**src/rtl/fetch_stage_if.sv**
```systemverilog
`default_nettype none
// +--------------------------------------------------------------------------+
// | fetch_stage_if : imem, hazard-unit and Decode signals of the fetch stage |
// | Rev 1.0                                                                  |
// +--------------------------------------------------------------------------+
interface fetch_stage_if #(
  parameter int unsigned ADDR_W  = 8,
  parameter int unsigned INSTR_W = 16
);
  logic               stall_F;
  logic               flush_F;
  logic               branch_taken;
  logic [ADDR_W-1:0]  branch_target;
  logic [ADDR_W-1:0]  imem_addr;
  logic               imem_rd_en;
  logic [INSTR_W-1:0] imem_rdata;
  logic [INSTR_W-1:0] instr_D;
  logic [ADDR_W-1:0]  pc_D;
  logic               valid_D;

  modport master (
    input  stall_F, flush_F, branch_taken, branch_target, imem_rdata,
    output imem_addr, imem_rd_en, instr_D, pc_D, valid_D
  );

  modport slave (
    output stall_F, flush_F, branch_taken, branch_target, imem_rdata,
    input  imem_addr, imem_rd_en, instr_D, pc_D, valid_D
  );
endinterface
`default_nettype wire

```
**src/rtl/fetch_stage.sv**
```systemverilog
`default_nettype none
// +--------------------------------------------------------------------------+
// | fetch_stage : instruction fetch + FD register with 1-entry skid buffer   |
// | Rev 1.0                                                                  |
// +--------------------------------------------------------------------------+
module fetch_stage #(
  parameter int unsigned       ADDR_W   = 8,
  parameter int unsigned       INSTR_W  = 16,
  parameter logic [ADDR_W-1:0] RESET_PC = '0,
  parameter logic [4:0]        HLT_OP   = 5'h1F
) (
  input  wire logic     clk,
  input  wire logic     rst,
  fetch_stage_if.master bus
);

  typedef enum logic [1:0] {
    ST_RUN  = 2'd0,
    ST_HOLD = 2'd1,
    ST_HALT = 2'd2
  } state_t;

  state_t             state_q, state_d;
  logic [ADDR_W-1:0]  fetch_pc_q, fetch_pc_d;
  logic [ADDR_W-1:0]  req_pc_q, req_pc_d;
  logic               req_valid_q, req_valid_d;
  logic [INSTR_W-1:0] skid_q, skid_d;
  logic [ADDR_W-1:0]  skid_pc_q, skid_pc_d;
  logic               skid_valid_q, skid_valid_d;
  logic [INSTR_W-1:0] instr_D_q, instr_D_d;
  logic [ADDR_W-1:0]  pc_D_q, pc_D_d;
  logic               valid_D_q, valid_D_d;
  logic               issue;
  logic               redirect;

  assign redirect = bus.branch_taken | bus.flush_F;
  // HOLD with stall released re-issues in the same cycle it drains the skid
  assign issue    = !rst && !bus.stall_F && !redirect && (state_q != ST_HALT);

  assign bus.imem_addr  = fetch_pc_q;
  assign bus.imem_rd_en = issue;
  assign bus.instr_D    = instr_D_q;
  assign bus.pc_D       = pc_D_q;
  assign bus.valid_D    = valid_D_q;

  always_comb begin
    state_d      = state_q;
    fetch_pc_d   = fetch_pc_q;
    req_pc_d     = req_pc_q;
    req_valid_d  = 1'b0;
    skid_d       = skid_q;
    skid_pc_d    = skid_pc_q;
    skid_valid_d = skid_valid_q;
    instr_D_d    = instr_D_q;
    pc_D_d       = pc_D_q;
    valid_D_d    = valid_D_q;

    if (issue) begin
      req_pc_d    = fetch_pc_q;
      req_valid_d = 1'b1;
      fetch_pc_d  = fetch_pc_q + {{(ADDR_W-1){1'b0}}, 1'b1};
    end

    unique case (state_q)
      ST_RUN: begin
        if (bus.stall_F) begin
          if (req_valid_q) begin
            skid_d       = bus.imem_rdata;
            skid_pc_d    = req_pc_q;
            skid_valid_d = 1'b1;
            state_d      = ST_HOLD;
          end
        end else begin
          instr_D_d = bus.imem_rdata;
          pc_D_d    = req_pc_q;
          valid_D_d = req_valid_q;
          if (req_valid_q && (bus.imem_rdata[INSTR_W-1 -: 5] == HLT_OP)) begin
            state_d     = ST_HALT;
            req_valid_d = 1'b0;
          end
        end
      end
      ST_HOLD: begin
        if (!bus.stall_F) begin
          instr_D_d    = skid_q;
          pc_D_d       = skid_pc_q;
          valid_D_d    = 1'b1;
          skid_valid_d = 1'b0;
          state_d      = ST_RUN;
          if (skid_q[INSTR_W-1 -: 5] == HLT_OP) begin
            state_d     = ST_HALT;
            req_valid_d = 1'b0;
          end
        end
      end
      default: ;
    endcase

    // Redirect/flush overrides the stall outcome computed above
    if (redirect) begin
      req_valid_d  = 1'b0;
      skid_valid_d = 1'b0;
      if (bus.flush_F) begin
        valid_D_d = 1'b0;
      end
      if (bus.branch_taken) begin
        fetch_pc_d = bus.branch_target;
        state_d    = ST_RUN;
      end else begin
        state_d = (state_q == ST_HALT) ? ST_HALT : ST_RUN;
        if (skid_valid_q) begin
          fetch_pc_d = skid_pc_q;
        end else if (req_valid_q) begin
          fetch_pc_d = req_pc_q;
        end
      end
    end
  end

  always_ff @(posedge clk or posedge rst) begin
    if (rst) begin
      state_q      <= ST_RUN;
      fetch_pc_q   <= RESET_PC;
      req_pc_q     <= '0;
      req_valid_q  <= 1'b0;
      skid_q       <= '0;
      skid_pc_q    <= '0;
      skid_valid_q <= 1'b0;
      instr_D_q    <= '0;
      pc_D_q       <= '0;
      valid_D_q    <= 1'b0;
    end else begin
      state_q      <= state_d;
      fetch_pc_q   <= fetch_pc_d;
      req_pc_q     <= req_pc_d;
      req_valid_q  <= req_valid_d;
      skid_q       <= skid_d;
      skid_pc_q    <= skid_pc_d;
      skid_valid_q <= skid_valid_d;
      instr_D_q    <= instr_D_d;
      pc_D_q       <= pc_D_d;
      valid_D_q    <= valid_D_d;
    end
  end

endmodule
`default_nettype wire

```
**src/flat_wrapper.sv**
```systemverilog
// flat-port wrapper written by rule: the top's interface ports become plain ports
module fetch_stage_flat 
#(
  parameter int unsigned       ADDR_W   = 8,
  parameter int unsigned       INSTR_W  = 16,
  parameter logic [ADDR_W-1:0] RESET_PC = '0,
  parameter logic [4:0]        HLT_OP   = 5'h1F
)
  (clk, rst, bus_stall_F, bus_flush_F, bus_branch_taken, bus_branch_target, bus_imem_rdata, bus_imem_addr, bus_imem_rd_en, bus_instr_D, bus_pc_D, bus_valid_D);
  fetch_stage_if #(.ADDR_W(ADDR_W), .INSTR_W(INSTR_W)) bus_i ();
  input  wire logic clk;
  input  wire logic rst;
  input wire logic [$bits(bus_i.stall_F)-1:0] bus_stall_F;
  input wire logic [$bits(bus_i.flush_F)-1:0] bus_flush_F;
  input wire logic [$bits(bus_i.branch_taken)-1:0] bus_branch_taken;
  input wire logic [$bits(bus_i.branch_target)-1:0] bus_branch_target;
  input wire logic [$bits(bus_i.imem_rdata)-1:0] bus_imem_rdata;
  output wire logic [$bits(bus_i.imem_addr)-1:0] bus_imem_addr;
  output wire logic [$bits(bus_i.imem_rd_en)-1:0] bus_imem_rd_en;
  output wire logic [$bits(bus_i.instr_D)-1:0] bus_instr_D;
  output wire logic [$bits(bus_i.pc_D)-1:0] bus_pc_D;
  output wire logic [$bits(bus_i.valid_D)-1:0] bus_valid_D;
  assign bus_i.stall_F = bus_stall_F;
  assign bus_i.flush_F = bus_flush_F;
  assign bus_i.branch_taken = bus_branch_taken;
  assign bus_i.branch_target = bus_branch_target;
  assign bus_i.imem_rdata = bus_imem_rdata;
  assign bus_imem_addr = bus_i.imem_addr;
  assign bus_imem_rd_en = bus_i.imem_rd_en;
  assign bus_instr_D = bus_i.instr_D;
  assign bus_pc_D = bus_i.pc_D;
  assign bus_valid_D = bus_i.valid_D;
  fetch_stage #(.ADDR_W(ADDR_W), .INSTR_W(INSTR_W), .RESET_PC(RESET_PC), .HLT_OP(HLT_OP)) u_core (.clk(clk), .rst(rst), .bus(bus_i));
endmodule
```
**config.mk**
```make
export PLATFORM = sky130hd
export DESIGN_NAME = fetch_stage_flat
export DESIGN_NICKNAME = d
export VERILOG_FILES = /design/src/rtl/fetch_stage_if.sv /design/src/rtl/fetch_stage.sv /design/src/flat_wrapper.sv
export SDC_FILE = /design/constraint.sdc
export NUM_CORES = 1
export LEC_CHECK = 0
export CORE_ASPECT_RATIO = 1.25
export CORE_UTILIZATION = 47
export DETAILED_ROUTE_END_ITERATION = 6
export PLACE_DENSITY_LB_ADDON = 0.05
export SYNTH_ARGS = -nofsm -noshare
export SYNTH_HDL_FRONTEND = slang
export SYNTH_SLANG_ARGS = --single-unit
```
**constraint.sdc**
```tcl
create_clock -name clk -period 2.1 [get_ports clk]
set_clock_uncertainty 0.05 [all_clocks]
set_input_delay 0.42 -clock clk [delete_from_list [all_inputs] [get_ports clk]]
set_output_delay 0.42 -clock clk [all_outputs]
set_load 0.1 [all_outputs]
```
# --- Word-level counts from Yosys, hierarchy flattened ---
# Index checks and enable logic that the tools add are counted.
word_totals:
  reg_bits: 69
  in_bits: 29
  wordCells: 75
classes:
  add_sub_neg: 1
  eq_ne: 12
  n_mux: 37
  n_bitwise: 1
  n_reduce_logical: 14
ops:
  columns: ["op", "count"]
  rows:
  - ["8-bit two-way mux", 7]
  - ["16-bit two-way mux", 2]
  - ["16-bit one-hot mux with 2 select lines", 1]
  - ["2-bit two-way mux", 8]
  - ["8-bit one-hot mux with 2 select lines", 1]
  - ["1-bit two-way mux", 14]
  - ["5-bit == test, second input constant", 2]
  - ["8-bit by 1-bit adder with 8-bit output, second input constant", 1]
  - ["4-bit by 2-bit inequality test with 1-bit output, second input constant", 2]
  - ["4-bit AND reduction", 2]
  - ["2-bit inequality test, second input constant", 3]
  - ["3-bit by 2-bit inequality test with 1-bit output, second input constant", 2]
  - ["1-bit one-hot mux with 2 select lines", 3]
  - ["3-bit AND reduction", 2]
  - ["1-bit logical AND", 4]
  - ["2-bit one-hot mux with 2 select lines", 1]
  - ["1-bit zero test", 3]
  - ["3-bit by 1-bit inequality test with 1-bit output, second input constant", 1]
  - ["3-bit nonzero test", 1]
  - ["2-bit by 1-bit == test with 1-bit output, second input constant", 1]
  - ["2-bit == test, second input constant", 1]
  - ["2-bit zero test", 1]
  - ["2-bit nonzero test", 1]
  - ["1-bit bitwise OR", 1]

# --- Longest topological paths before layout ---
# Gate-level depths: netlist (run 1).
logic_depth:
  ltp_word: 9
  depth_mapped: 7
  mapped_depth_nobuf: 5

# --- Least setup slack after synthesis (run 1) ---
# No wires, ideal clock.
synth_path:
  path_kind: "input-to-output"
  start: "input bus_stall_F"
  end: "output bus_imem_rd_en"
  arrival_time_ns: 1.711
  required_time_ns: 1.630
  slack_ns: -0.081
  path_stages: 5
  cell_sequence: "buf_6 -> nor4_2 -> nand2_1 -> inv_2 -> buf_2"
synth_between:
  elab_chain_len: 4
synth_rtl:
  columns: ["item", "line_no", "source"]
  rows:
  - ["from (decl)", "flat_wrapper.sv:13", "input wire logic [$bits(bus_i.stall_F)-1:0] bus_stall_F;"]
  - ["1-bit zero test", "fetch_stage.sv:38", "assign issue = !rst && !bus.stall_F && !redirect && (state_q != ST_HALT);"]
  - ["1-bit logical AND (3 in a row)", "fetch_stage.sv:38", null]
  - ["to (decl)", "flat_wrapper.sv:19", "output wire logic [$bits(bus_i.imem_rd_en)-1:0] bus_imem_rd_en;"]
# No other way between the ends.

# --- Worst setup path after layout (run 1) ---
layout_path:
  start: "input bus_flush_F"
  end: "output bus_imem_rd_en"
layout_between:
  elab_chain_len: 4
layout_rtl:
  columns: ["item", "line_no", "source"]
  rows:
  - ["from (decl)", "flat_wrapper.sv:14", "input wire logic [$bits(bus_i.flush_F)-1:0] bus_flush_F;"]
  - ["1-bit bitwise OR", "fetch_stage.sv:36", "assign redirect = bus.branch_taken | bus.flush_F;"]
  - ["1-bit zero test", "fetch_stage.sv:38", null]
  - ["1-bit logical AND (2 in a row)", "fetch_stage.sv:38", null]
# No other way between the ends.

==> impl_metrics.tcl, run 1 <==
set metrics [dict create \
    synth_ff_type "dfrtp_1" \
    root_buffer "clkbuf_8" \
    routed_wirelength_um 7680 \
    status "finished clean" \
    num_rows 34 \
    die_w_um 77.8 \
    cts_hold_buf 0 \
    critPathMaxStageDelay_ns 0.48 \
    cts_tree "done" \
    async_flop_share_pct 100 \
    clockBufferDepth 2 \
    slowest_stage "clkdlybuf4s50_1" \
    ys_warn_count 0 \
    netlist_top_cells_area "dfrtp_1 51%, nand2_1 8.0%, mux2_1 8.0%" \
    ir_drop_v 0.000581 \
    start_kind "primary input" \
    drc 0 \
    worst_pin_slew_ns 0.386 \
    clkTransAtPathRegs_ns 0.07 \
    yosysTopAreaCellShare_pct 51.1 \
    fin_cells 509 \
    path_class "in2out" \
    cap_violations 0 \
    htreeDepth 3 \
    via_per_inst 5.34 \
    syn_nets 369 \
    yosysSeqAreaShare_pct 51.1 \
    syn_avg_cell_area_um2 9.97 \
    antenna_cells 0 \
    dp_hpwl_um 5390 \
    rsz0062_at_grt "no" \
    synth_seq_cells 69 \
    drv_slew 0 \
    dr.pass1.iters 4 \
    p_leak_nw 1.92 \
    io_pins 63 \
    power_density_nw_per_um2 912 \
    portBuffers 62 \
    drive_gt1_share_pct 18.6 \
    grt_pass1_wl_um 13000 \
    synth_edf_count 0 \
    start_util_pct 48.4 \
    numCtsBuffers 9 \
    insertion_delay_ns 0.34 \
    crit_fanout 3 \
    dieArea_um2 7530 \
    fp.coreArea_um2 6980 \
    cp_top_family "buffers and inverters" \
    drt.antenna.violating_nets 0 \
    drtIter0Drc 108 \
    first_global_vias 2758 \
    grt_use_total_pct 22.3 \
    hold_path_class "in2async" \
    netlist_area_um2 3380 \
    setup_violations 0 \
    wl_per_cell_um 15.1 \
    critical_path.endpoint_type "output pin" \
    syn_inst 339 \
    final_hold_viol_count 0 \
    netlist_top_cells_count "72 x nand2_1, 69 x dfrtp_1, 26 x o21ai_1, 24 x mux2_1, 24 x mux2i_1" \
    slew_headroom_pct 73.6 \
    yosysTopAreaCell "dfrtp_1" \
    grt_max_degree 70 \
    nets 444 \
    fmax_ghz 0.493 \
    gp_congestion 0.793 \
    cp.arrival_ns 1.56 \
    path_cells "clkdlybuf4s50_1 -> nor4_4 -> nand2_1 -> inv_2 -> buf_12" \
    synth.distinct_cells 40 \
    gr-total-overflow 0 \
    antenna_found_initial 0 \
    synth_most_common_cell "nand2_1" \
    power.total_w 0.00397 \
    area_growth_pct 29.0 \
    period_needed_ns 2.03 \
    cp_num_buf_inv 3 \
    cts.sinks 69 \
    vias 2717 \
    fin_crit_sh_pct 96.6 \
    die_height_um 96.8 \
    dp.cells 492 \
    worst_ep_required_time_ns 1.63 \
]
-- cell type report --
class | count | area (um2)
Fill cell | 611 | 2620
Sequential cell | 69 | 1730
Multi-Input combinational cell | 246 | 1560
Timing Repair Buffer | 84 | 736
Clock buffer | 13 | 159
Tap cell | 90 | 113
Clock inverter | 3 | 43.8
Inverter | 4 | 18.8
-- worst paths after layout --
| kind | start | endpoint | slack (ns) | depth (start not counted) |
|---|---|---|---|---|
| worst max-delay path | bus_flush_F | bus_imem_rd_en | 0.07 | 5 |
| worst min-delay path | rst | u_core.bus.imem_addr[7]$_DFF_PP0_ | 0.43 | 4 |
| worst max register to register | u_core.state_q[1]$_DFFE_PP0P_ | u_core.bus.imem_addr[7]$_DFF_PP0_ | 0.44 | 4 |
| worst min register to register | u_core.skid_q[15]$_DFFE_PP0P_ | u_core.skid_q[15]$_DFFE_PP0P_ | 0.44 | 1 |
| max in group asynchronous | rst | u_core.skid_q[11]$_DFFE_PP0P_ | 1.26 | 4 |
| min in group clk | u_core.skid_q[15]$_DFFE_PP0P_ | u_core.skid_q[15]$_DFFE_PP0P_ | 0.44 | 1 |
-- through the flow --
stage / cell area [um2] / worst slack (ns) / hold slack, ns / utilization (%) / TNS (ns)
floorplan: 3380 / 0.0817 / 0.408 / - / 0
global placement: 4140 / -0.0797 / 0.417 / 59.4 / -0.298
detailed placement: 4140 / -0.112 / 0.427 / 59.4 / -0.410
CTS: 4350 / 0.0259 / 0.431 / 62.3 / 0
global route: 4360 / 0.0117 / 0.451 / 62.5 / 0
finish: 4360 / 0.0720 / 0.428 / 62.5 / 0
-- power breakdown --
part / switching, W / total, W / internal, W
Clock: 0.000491 / 0.00111 / 0.000615
Sequential: 0.000174 / 0.00171 / 0.00154
Combinational: 0.000842 / 0.00116 / 0.000316
Total: 0.00151 / 0.00397 / 0.00247
-- repair_timing --
action / in CTS / in global routing
pin swaps: 2 / 0
setup endpoints to repair: 1 / 1
gates cloned: 0 / 0
setup buffers: 1 / 0
gates resized for setup: 2 / 1
-- worst min-delay path: stages --
cell and delay [ns]:
dlygate4sd2_1 0.28, buf_4 0.15, clkinvlp_4 0.07, buf_12 0.30
-- registers in the layout, summed over array words and instances, names as in the netlist --
signal                count
u_core.bus.instr_D       16
u_core.bus.valid_D        1
u_core.bus.pc_D           8
u_core.req_valid_q        1
u_core.skid_q            16
u_core.req_pc_q           8
u_core.skid_pc_q          8
u_core.bus.imem_addr      8
u_core.state_q            2
u_core.skid_valid_q       1
-- placed cells by master (no fill, tap or decap), types with 2 or more instances in the layout --
cell type and n:
nor2_1 6, dfrtp_1 69, nand2b_1 2, buf_12 3, nand2_1 72, mux2_1 24, o21ai_1 26, nand3_1 5
inv_1 2, nand4_1 3, nor3_1 5, buf_4 53, o21ai_0 16, dlygate4sd2_1 2, nor3b_1 8, nor4_2 2
clkbuf_1 2, a22oi_1 3, mux2i_1 24, a31oi_1 4, clkdlybuf4s50_1 26, o211ai_1 3, xor2_1 2, clkbuf_8 11
a21oi_1 11, xnor2_1 2, nor2b_1 12
-- kinds of logic (layout without fill, tap and decap cells) --
logic type | count (synthesis) | in the layout | synth area share (%)
flip-flops | 69 | 69 | 51.1
adder cells (fa/ha/maj) | 1 | 1 | 0.370
buffers and inverters | 24 | 104 | 3.00
AO/OA/AOI/OAI | 69 | 69 | 11.3
multiplexers | 48 | 48 | 15.1
AND/OR/NAND/NOR | 124 | 124 | 18.0
XOR/XNOR | 4 | 4 | 1.04
-- routing by layer --
layer	wire, um	vias to the layer above	track usage, %
met3	293	17	3.40
met4	222	0	12.2
met1	3380	1312	28.0
li1	-	1333	-
met5	0	-	0
met2	3780	55	36.7
Power figures use the tool's default switching activity.
==> inputs of run 2 (changes only) <==
--- a/config.mk
+++ b/config.mk
@@ -9,6 +9,7 @@
 export CORE_UTILIZATION = 47
 export DETAILED_ROUTE_END_ITERATION = 6
 export PLACE_DENSITY_LB_ADDON = 0.05
+export SKIP_LAST_GASP = 1
 export SYNTH_ARGS = -nofsm -noshare
 export SYNTH_HDL_FRONTEND = slang
 export SYNTH_SLANG_ARGS = --single-unit
==> results of run 2 <==
The final DEF is identical to that of run 1; final timing and power are the same.
==> inputs of run 3 (changes only) <==
--- a/config.mk
+++ b/config.mk
@@ -6,6 +6,7 @@
 export NUM_CORES = 1
 export LEC_CHECK = 0
 export CORE_ASPECT_RATIO = 1.25
+export CORE_MARGIN = 4
 export CORE_UTILIZATION = 47
 export DETAILED_ROUTE_END_ITERATION = 6
 export PLACE_DENSITY_LB_ADDON = 0.05
==> impl_metrics.tcl, run 3 (synthesized netlist as in run 1, its figures left out) <==
set metrics [dict create \
    antenna_found_initial 0 \
    fin_ws_ns 0.142 \
    grt_pass1_wl_um 12700 \
    io_pins 63 \
    r2r_setup_slack_ns 0.44 \
    cp_num_buf_inv 2 \
    die_height_um 103 \
    critical_path.endpoint_type "output pin" \
    slowest_stage "dfrtp_1" \
    dieArea_um2 8620 \
    final_util_pct 62.1 \
    period_needed_ns 1.96 \
    portBuffers 62 \
    grt_util_met2_pct 31.0 \
    crit_fanout 6 \
    cp_top_family "flip-flops" \
    cts_tree "done" \
    rsz0062_at_grt "no" \
    cp.arrival_ns 1.49 \
    wl_per_cell_um 15.2 \
    r2r_cells 5 \
    start_util_pct 48.4 \
    dr.pass1.iters 4 \
    drt.antenna.violating_nets 0 \
    critPathMaxStageDelay_ns 0.50 \
    setup_violations 0 \
    die_w_um 83.8 \
    p_leak_nw 1.91 \
    gp_congestion 0.800 \
    cap_violations 0 \
    nFillCells 630 \
    grt.met3_usage_pct 5.68 \
    start_kind "flip-flop" \
    routed_wirelength_um 7690 \
    antenna_cells 0 \
    num_rows 34 \
    grt_use_met1_pct 23.1 \
    preCtsSetupSlack_ns -0.126 \
    fin_crit_sh_pct 93.2 \
    setup_tns_ns 0 \
    clockBufferDepth 2 \
    ir_drop_v 0.000534 \
    hold_path_class "in2async" \
    dp_hpwl_um 5440 \
    cts_hold_buf 0 \
    fp.coreArea_um2 6980 \
    clkTransAtPathRegs_ns 0.07 \
    power.total_w 0.00379 \
    via_per_inst 5.29 \
    area_growth_pct 28.3 \
    critPathCapture "bus_imem_rd_en" \
    cp.depth 4 \
    grt_use_total_pct 18.8 \
    final_hold_viol_count 0 \
    root_buffer "clkbuf_8" \
    postCtsSetupRepairBufs 0 \
    first_global_vias 2589 \
    drc 0 \
    reg2reg_to "u_core.skid_q[2]$_DFFE_PP0P_" \
    status "finished clean" \
    insertion_delay_ns 0.35 \
    cts.sinks 69 \
    numCtsBuffers 9 \
    fmax_ghz 0.511 \
    slew_headroom_pct 75.3 \
    grt_max_degree 70 \
    mostFrequentLayoutCells "72 x nand2_1, 69 x dfrtp_1, 50 x buf_4, 26 x o21ai_1, 25 x clkdlybuf4s50_1" \
    path_class "reg2out" \
    gr-total-overflow 0 \
    r2r_start "u_core.state_q[1]$_DFFE_PP0P_" \
    htreeDepth 3 \
    drive_gt1_share_pct 18.2 \
    worst_ep_required_time_ns 1.63 \
    crit_start "u_core.state_q[0]$_DFFE_PP0P_" \
    drtIter0Drc 160 \
    vias 2684 \
    nets 443 \
    drv_slew 0 \
    path_cells "nand2b_1 -> nand2_1 -> inv_2 -> buf_12" \
    worst_pin_slew_ns 0.362 \
    layout_commonest_cell "nand2_1" \
    busiest_layer "met2" \
    power_density_nw_per_um2 875 \
]
==> run 3: cell types whose count changed in the layout (fill, tap and decap cells not counted), sizes merged <==
cell	delta
buf	-1
bufinv	-1
clkbuf	-2
clkdlybuf4s50	-1
clkinv	+1
clkinvlp	+1
dlymetal6s2s	+1
==> run 3: worst min-delay path by stage <==
stage | start | end | depth (start not counted) | slack, ns
after floorplan | u_core.skid_q[0]$_DFFE_PP0P_ | u_core.skid_q[0]$_DFFE_PP0P_ | 1 | 0.41
after global placement | u_core.skid_q[15]$_DFFE_PP0P_ | u_core.skid_q[15]$_DFFE_PP0P_ | 1 | 0.42
after detailed placement | u_core.skid_q[10]$_DFFE_PP0P_ | u_core.skid_q[10]$_DFFE_PP0P_ | 1 | 0.43
after CTS | rst | u_core.bus.imem_addr[6]$_DFF_PP0_ | 4 | 0.43
after global routing | rst | u_core.bus.instr_D[11]$_DFFE_PP0P_ | 4 | 0.46
final | rst | u_core.bus.imem_addr[1]$_DFF_PP0_ | 4 | 0.43
==> run 3: worst min-delay path, stage by stage <==
cell and delay (ns):
dlygate4sd2_1 0.28, buf_4 0.16, clkinvlp_4 0.07, buf_12 0.30
==> run 3: stage by stage <==
stage | cell area (um2) | hold slack (ns) | instances
finish | 4330 | 0.428 | 507
global route | 4330 | 0.459 | 507
CTS | 4320 | 0.431 | 507
detailed placement | 4170 | 0.427 | 492
global placement | 4170 | 0.417 | 492
floorplan | 3380 | 0.408 | 339
==> run 3: area by class of cell <==
cell class | count | area [um2] | area share [%]
Sequential cell | 69 | 1730 | 39.8
Multi-Input combinational cell | 246 | 1560 | 36.0
Timing Repair Buffer | 83 | 756 | 17.4
Clock buffer | 11 | 131 | 3.03
Tap cell | 90 | 113 | 2.60
Clock inverter | 4 | 26.3 | 0.606
Inverter | 4 | 18.8 | 0.433
==> run 3: what timing repair did <==
item / 4_1_cts / 5_1_grt
pin swaps: 2 / 2
hold endpoints to repair: 0 / 0
setup endpoints to repair: 1 / 1
resized for setup: 2 / 2
==> run 3: power breakdown <==
| group | switching, W | internal (W) |
|---|---|---|
| clock | 0.000491 | 0.000420 |
| sequential | 0.000176 | 0.00154 |
| combinational | 0.000842 | 0.000323 |
==> run 3: routing by layer <==
| metal | up-vias | wire length, um |
|---|---|---|
| li1 | 1330 | - |
| met1 | 1294 | 3400 |
| met2 | 51 | 3760 |
| met3 | 9 | 414 |
| met4 | 0 | 111 |
| met5 | - | 0 |
